`config.mk`:
```
export PLATFORM = sky130hd
export DESIGN_NAME = hex_word_entry
export DESIGN_NICKNAME = d
export VERILOG_FILES = /design/src/rtl/hex_word_entry.sv
export SDC_FILE = /design/constraint.sdc
export NUM_CORES = 1
export LEC_CHECK = 0
export BUFFER_PORTS_ARGS = -buffer_cell sky130_fd_sc_hd__buf_2
export CORE_MARGIN = 5
export CORE_UTILIZATION = 30
export CTS_CLUSTER_DIAMETER = 30
export DETAILED_ROUTE_END_ITERATION = 12
export GPL_ROUTABILITY_DRIVEN = 0
export SYNTH_ARGS = -nofsm -noshare
export SYNTH_HDL_FRONTEND = slang
export SYNTH_SLANG_ARGS = --single-unit
```
`constraint.sdc`:
```
create_clock -name src_clk -period 3.45 [get_ports src_clk]
set_input_delay 0.5175 -clock src_clk [delete_from_list [all_inputs] [get_ports src_clk]]
set_output_delay 0.5175 -clock src_clk [all_outputs]
set_load 0.005 [all_outputs]
```
`src/rtl/hex_word_entry.sv`:
```
// Hex word entry: builds a 32-bit word nibble by nibble from switches and debounced push-keys,
// then offers it to a consumer over valid/ready. Optional cursor blink: HEX_WORD_ENTRY_BLINK_EN.
module hex_word_entry #(
    parameter int unsigned DEBOUNCE_CYCLES = 500000,
    parameter int unsigned BLINK_CYCLES    = 12500000
) (
    input  logic        src_clk,
    input  logic        src_rst_n,
    input  logic [3:0]  sw,
    input  logic        key_enter_n,
    input  logic        key_back_n,
    input  logic        key_commit_n,
    output logic [31:0] disp,
    output logic [3:0]  digit_cnt,
    output logic [7:0]  blank_mask,
    output logic [7:0]  blink_mask,
    output logic [31:0] word,
    output logic        word_valid,
    input  logic        word_ready
);

    localparam int unsigned DW = $clog2(DEBOUNCE_CYCLES + 1);

    if (DEBOUNCE_CYCLES == 0 || BLINK_CYCLES == 0) begin : g_bad_params
        $error("hex_word_entry: DEBOUNCE_CYCLES and BLINK_CYCLES must be non-zero");
    end

    typedef enum logic {StEdit, StHold} state_e;

    logic [3:0]    sw_meta, sw_sync;
    logic [2:0]    key_meta, key_sync, key_deb, key_evt;  // {commit, back, enter}
    logic [DW-1:0] db_cnt [3];

    always_ff @(posedge src_clk or negedge src_rst_n) begin
        if (!src_rst_n) begin
            sw_meta  <= '0;
            sw_sync  <= '0;
            key_meta <= '1;
            key_sync <= '1;
            key_deb  <= '1;
            key_evt  <= '0;
            for (int i = 0; i < 3; i++) db_cnt[i] <= '0;
        end else begin
            sw_meta  <= sw;
            sw_sync  <= sw_meta;
            key_meta <= {key_commit_n, key_back_n, key_enter_n};
            key_sync <= key_meta;
            for (int i = 0; i < 3; i++) begin
                key_evt[i] <= 1'b0;
                if (key_sync[i] == key_deb[i]) begin
                    db_cnt[i] <= '0;
                end else if (db_cnt[i] == DW'(DEBOUNCE_CYCLES - 1)) begin
                    db_cnt[i]  <= '0;
                    key_deb[i] <= key_sync[i];
                    // Only the released->pressed flip is an event
                    key_evt[i] <= key_deb[i];
                end else begin
                    db_cnt[i] <= db_cnt[i] + 1'b1;
                end
            end
        end
    end

    logic evt_enter, evt_back, evt_commit;
    assign evt_enter  = key_evt[0];
    assign evt_back   = key_evt[1];
    assign evt_commit = key_evt[2];

    state_e      state;
    logic [31:0] disp_d;
    logic [3:0]  cnt_d;
    logic [7:0]  blank_d;
    logic        commit_go;

    always_comb begin
        disp_d    = disp;
        cnt_d     = digit_cnt;
        commit_go = 1'b0;
        // Commit claims the cycle even in HOLD, where it is simply discarded
        if (evt_commit) begin
            commit_go = (state == StEdit);
        end else if (evt_back) begin
            if (digit_cnt != 4'd0) begin
                disp_d = {4'h0, disp[31:4]};
                cnt_d  = digit_cnt - 4'd1;
            end
        end else if (evt_enter) begin
            disp_d = {disp[27:0], sw_sync};
            if (digit_cnt != 4'd8) cnt_d = digit_cnt + 4'd1;
        end
        if (commit_go) begin
            disp_d = '0;
            cnt_d  = '0;
        end
        for (int i = 0; i < 8; i++) blank_d[i] = (4'(i) >= cnt_d);
    end

    always_ff @(posedge src_clk or negedge src_rst_n) begin
        if (!src_rst_n) begin
            state      <= StEdit;
            disp       <= '0;
            digit_cnt  <= '0;
            blank_mask <= 8'hFF;
            word       <= '0;
            word_valid <= 1'b0;
        end else begin
            disp       <= disp_d;
            digit_cnt  <= cnt_d;
            blank_mask <= blank_d;
            case (state)
                StEdit: begin
                    if (commit_go) begin
                        word       <= disp;
                        word_valid <= 1'b1;
                        state      <= StHold;
                    end
                end
                StHold: begin
                    if (word_ready) begin
                        word_valid <= 1'b0;
                        state      <= StEdit;
                    end
                end
                default: state <= StEdit;
            endcase
        end
    end

`ifdef HEX_WORD_ENTRY_BLINK_EN
    localparam int unsigned BW = $clog2(BLINK_CYCLES + 1);

    logic [BW-1:0] blink_cnt;
    logic          phase;

    always_ff @(posedge src_clk or negedge src_rst_n) begin
        if (!src_rst_n) begin
            blink_cnt <= '0;
            phase     <= 1'b0;
        end else if (evt_enter || evt_back) begin
            blink_cnt <= '0;
            phase     <= 1'b0;
        end else if (blink_cnt == BW'(BLINK_CYCLES - 1)) begin
            blink_cnt <= '0;
            phase     <= ~phase;
        end else begin
            blink_cnt <= blink_cnt + 1'b1;
        end
    end

    assign blink_mask = (phase && digit_cnt != 4'd8) ? (8'h01 << digit_cnt[2:0]) : 8'h00;
`else
    assign blink_mask = 8'h00;
`endif

endmodule

```
== After elaboration in Yosys (flattened, before gate mapping) ==
Index checks and enable logic that the tools add are counted.
Word-level totals
  bits in latches: 0
  flip-flop bits (word level): 155
  memories: 0
  RAM bits: 0
  memory bits (read-only): 0
Cells by class
  equal/unequal tests: 11
  multiply operators: 0
  reduce and logical (&&, ||, !) cells: 8
  bitwise operators: 4
  mux-type cells: 30
  add/subtract/negate cells: 5
  shift operators: 0
  divide/modulo/power cells: 0
  $lt $le $gt $ge: 8
Operators with widths (number)
  32-bit two-way mux: 5
  19-bit two-way mux: 6
  19-bit by 1-bit adder with 19-bit output, second input constant: 3
  19-bit equality test, second input constant: 3
  4-bit two-way mux: 6
  3-bit by 4-bit >= comparator with 1-bit output, first input constant: 4
  1-bit two-way mux: 11
  2-bit AND reduction: 5
  1-bit by 4-bit >= comparator with 1-bit output, first input constant: 2
  2-bit by 4-bit >= comparator with 1-bit output, first input constant: 2
  4-bit by 1-bit adder with 4-bit output, second input constant: 1
  2-bit inequality test, second input constant: 2
  4-bit inequality test, second input constant: 1
  1-bit NOT: 4
  1-bit case mux with 2 select lines: 2
  4-bit nonzero test: 1
  4-bit by 1-bit subtractor with 4-bit output, second input constant: 1
  1-bit equality test: 3
  3-bit by 1-bit inequality test with 1-bit output, second input constant: 1
  3-bit AND reduction: 1
  3-bit nonzero test: 1
  2-bit by 1-bit inequality test with 1-bit output, second input constant: 1

== Depth between registers and ports, before layout ==
  depth in word-level cells: 7
  mapped depth: 8
  mapped depth without buffers: 7

== Worst setup path before layout ==
Ideal clock, no wire load.
  kind: flip-flop to flip-flop
  from: register digit_cnt[0]
  to: register disp[24]
  stages on the path, launching flop included: 8
  data required time: 3.355 ns
  path buffers: 1
  arrival time: 1.702 ns
  setup slack: 1.653 ns
  library setup time: 0.095 ns
  path through: dfrtp_1 > inv_1 > ha_1 > nor3b_2 > a211oi_1 > nor2_2 > clkbuf_1 > o31ai_1
On the way
  word-level cells in the longest chain between the ends: 3
RTL lines
  start, declared: line 14  | output logic [3:0] digit_cnt,
  start signal, assigned: line 108  | digit_cnt <= cnt_d;
  4-bit nonzero test: line 83  | if (digit_cnt != 4'd0) begin
  3-bit by 1-bit inequality test with 1-bit output (no line)
  3-bit AND reduction (no line)
  end signal, assigned: line 107  | disp <= disp_d;
  end, declared: line 13  | output logic [31:0] disp,
Every way passes these cells.
A chain may end at the register's enable or synchronous reset.

== Worst setup path in the final report ==
  from: register digit_cnt[0]
  to: register disp[9]
The elaborated chain is that of the path after synthesis.

==> results.json <==
{
  "grt_pass1_vias": 4788,
  "clock.fmax_ghz": 0.407,
  "layout_common_cells": "nand2_1 (158), dfrtp_1 (137), buf_2 (85), nor2_1 (71), xnor2_1 (36)",
  "cp_max_fo": 35,
  "max_slew_margin_pct": 50.9,
  "layout_commonest_cell": "nand2_1",
  "power.share.clock_pct": 47.9,
  "overflow": 0,
  "switching_share_pct": 21.8,
  "grt_pass1_wl_microns": 24800,
  "cts_tree": "yes",
  "die_h_microns": 162,
  "clock_path_buffers": 2,
  "maxCapViolations": 0,
  "cts_resized": 0,
  "syn_area_per_cell_sq_um": 10.2,
  "cts_inserted_buffers": 17,
  "cts_hold_buf": 0,
  "crit_type": "reg2reg",
  "nets": 777,
  "postSynthCellCount": 679,
  "portBuffers": 86,
  "core_area_sq_um": 22600,
  "rows": 55,
  "cp.arrival_ns": 2.77,
  "critPathLaunchType": "flip-flop",
  "drv_slew": 0,
  "outcome": "complete, no violations",
  "ios": 95,
  "via_per_inst": 4.62,
  "synth_edf_count": 0,
  "root_buffer": "clkbuf_16",
  "die_width_microns": 162,
  "grt_max_degree": 62,
  "fp.dieArea_sq_um": 26100,
  "cts_max_level": 4,
  "min_period_over_period_pct": 71.3,
  "antenna_found_initial": 0,
  "cp_data_required_time_ns": 3.76,
  "cts_setup_buffers": 0,
  "irDropWorstVdd_mv": 0.343,
  "power.internal_mw": 2.89,
  "max_stage_delay_ns": 0.58,
  "slowest_stage": "nor2_4",
  "dp_cells": 1028,
  "synthXorXnorAreaFrac_pct": 6.98,
  "p_comb_share_pct": 2.1,
  "synth_compound_area_share_pct": 5.38,
  "num_vias": 4901,
  "diodes": 0,
  "ant_nets": 0,
  "wirelength_microns": 14600,
  "setup_tns_ns": 0,
  "fin_skew_ns": 0.00727,
  "seqPwrFrac_pct": 50.1,
  "firstDrtPassIters": 4,
  "synth_top_family_by_area": "simple AND/OR/NAND/NOR gates",
  "setup_viol": 0,
  "hp-class": "in2async",
  "grt_util_all_layers_pct": 11.6,
  "final_cell_count_no_fill": 1060,
  "synthesis.area_sq_um": 6900,
  "crit_path_end_kind": "flip-flop",
  "p_sw_mw": 0.804,
  "clock-sinks": 155,
  "drc": 0,
  "period_minus_slack_ns": 2.46,
  "clock_latency_ns": 0.42,
  "clk_pin_slew_worst_paths_ns": 0.06,
  "tightest_slew_ns": 0.734,
  "synthSimpleGateAreaFrac_pct": 21.5,
  "yosysWarnings": 0,
  "synthMuxAreaShare_pct": 4.86,
  "synthToLayoutAreaGrowth_pct": 18.1,
  "synth_top_flop_cell": "dfrtp_1",
  "async_reset_ff_share_pct": 100,
  "ys_seq_area_share_pct": 56.5,
  "synthAdderAreaFrac_pct": 0.906,
  "drt_iter0_markers": 355,
  "drt-wirelength-per-cell_microns": 13.7,
  "rsz0062_at_grt": "no",
  "nFillCells": 2251,
  "synthDistinctLibCells": 47,
  "hold_violations": 0,
  "drive_above_1_share_pct": 20.5,
  "dp_hpwl_microns": 9870,
  "power.leakage_nw": 3.75,
  "power.density_nw_per_um2": 453,
  "cp_cell_sequence": "inv_1 -> ha_1 -> nor3b_2 -> a211oi_1 -> nor2_4 -> buf_4 -> nand2_1 -> o31ai_1",
  "r2r_setup_slack_ns": 0.99,
  "start_util_pct": 30.5,
  "ys_ff_latch": 155
}
cell families after synthesis:
family | after synthesis
AOI/OAI and AO/OA | 52
xor gates and xnor gates | 55
adders and majority gates | 5
buffers and inverters | 52
DFF | 155
muxes | 33
other | 1
and+or+nand+nor | 326
power groups by stage:
stage | logic (mW) | clock network (mW) | registers [mW]
after floorplan | 0.0365 | 0 | 1.88
after global placement | 0.0810 | 0 | 1.88
after detailed placement | 0.0810 | 0 | 1.88
after CTS | 0.0813 | 1.81 | 1.85
after global routing | 0.0928 | 1.90 | 1.85
final | 0.0763 | 1.77 | 1.85
per-layer routing:
layer	part of all wire, %	GRT usage [%]
met4	1.2	3.77
met5	0	0
met1	50	16.3
met3	5.3	3.35
met2	44	17.4
final cells by class:
class	instances	area, sq um	area share [%]
well taps	285	357	4.37
flip-flops and latches	155	3900	47.8
inverters	16	60.1	0.736
multi-input cells	479	2780	34.1
clock inverters	9	90.1	1.10
clock buffers	23	468	5.74
repair buffers	93	502	6.15
final timing paths:
kind | from | endpoint | cells after the start
max in group asynchronous | src_rst_n | key_sync[1] | 2
worst max register to register | digit_cnt[0] | disp[9] | 8
worst max-delay path | digit_cnt[0] | disp[9] | 8
worst min-delay path | src_rst_n | word[7] | 1
worst min register to register | sw_meta[2] | sw_sync[2] | 0
min in group src_clk | key_commit_n | key_meta[2] | 1
cell usage after synthesis, types with 2 or more instances:
cell type  number  area (sq um)
or3_1           2          12.5
nor3_1         20           100
nand2b_1        5          31.3
xor2_1         19           166
and3_1          8          50.1
or2_2           2          12.5
mux2_2          4          45.0
nand4_1         7          43.8
o21ai_0         6          30.0
nor4b_1         4          35.0
nor2_2          3          18.8
dfrtp_1       138          3450
o31ai_1        29           218
a21oi_1         7          35.0
and2_1          2          12.5
nor2_1         72           270
and4_1          6          52.6
buf_2          10          50.1
and3_2          2          15.0
and3b_1         2          17.5
mux2i_1        29           290
nor4_1          3          18.8
nor4_2          2          25.0
buf_4          13          97.6
nand2_1       158           593
nand3_1        22           110
a211oi_1        3          22.5
clkbuf_1       12          45.0
xnor2_1        36           315
dfstp_2        17           447
inv_1          16          60.1
ha_1            5          62.6
worst max-delay path: cells and delay by family (launching register included):
kind	cells	cell delay [ns]
simple gates	3	0.89
buf+inv	2	0.51
flops	1	0.46
fa+ha+maj	1	0.24
compound gates	2	0.22
registers in the layout, summed over array words and instances (netlist names), 3 cells and up:
name and cells:
sw_sync 4, db_cnt 57, sw_meta 4, word 32, disp 32, key_deb 3, digit_cnt 4, key_evt 3
blank_mask 8, key_sync 3, key_meta 3
stage by stage:
stage	util (%)	worst slack (ns)	area [sq um]	hold WS (ns)	total power, mW
floorplan	-	1.65	6930	0.222	1.92
global route	36.0	0.686	8160	0.0894	3.84
detailed placement	33.6	1.03	7600	0.336	1.96
global placement	33.6	1.09	7600	0.334	1.96
CTS	36.0	0.975	8160	0.0676	3.74
finish	36.0	0.991	8160	0.0574	3.69
(Power assumes the default switching activity.)
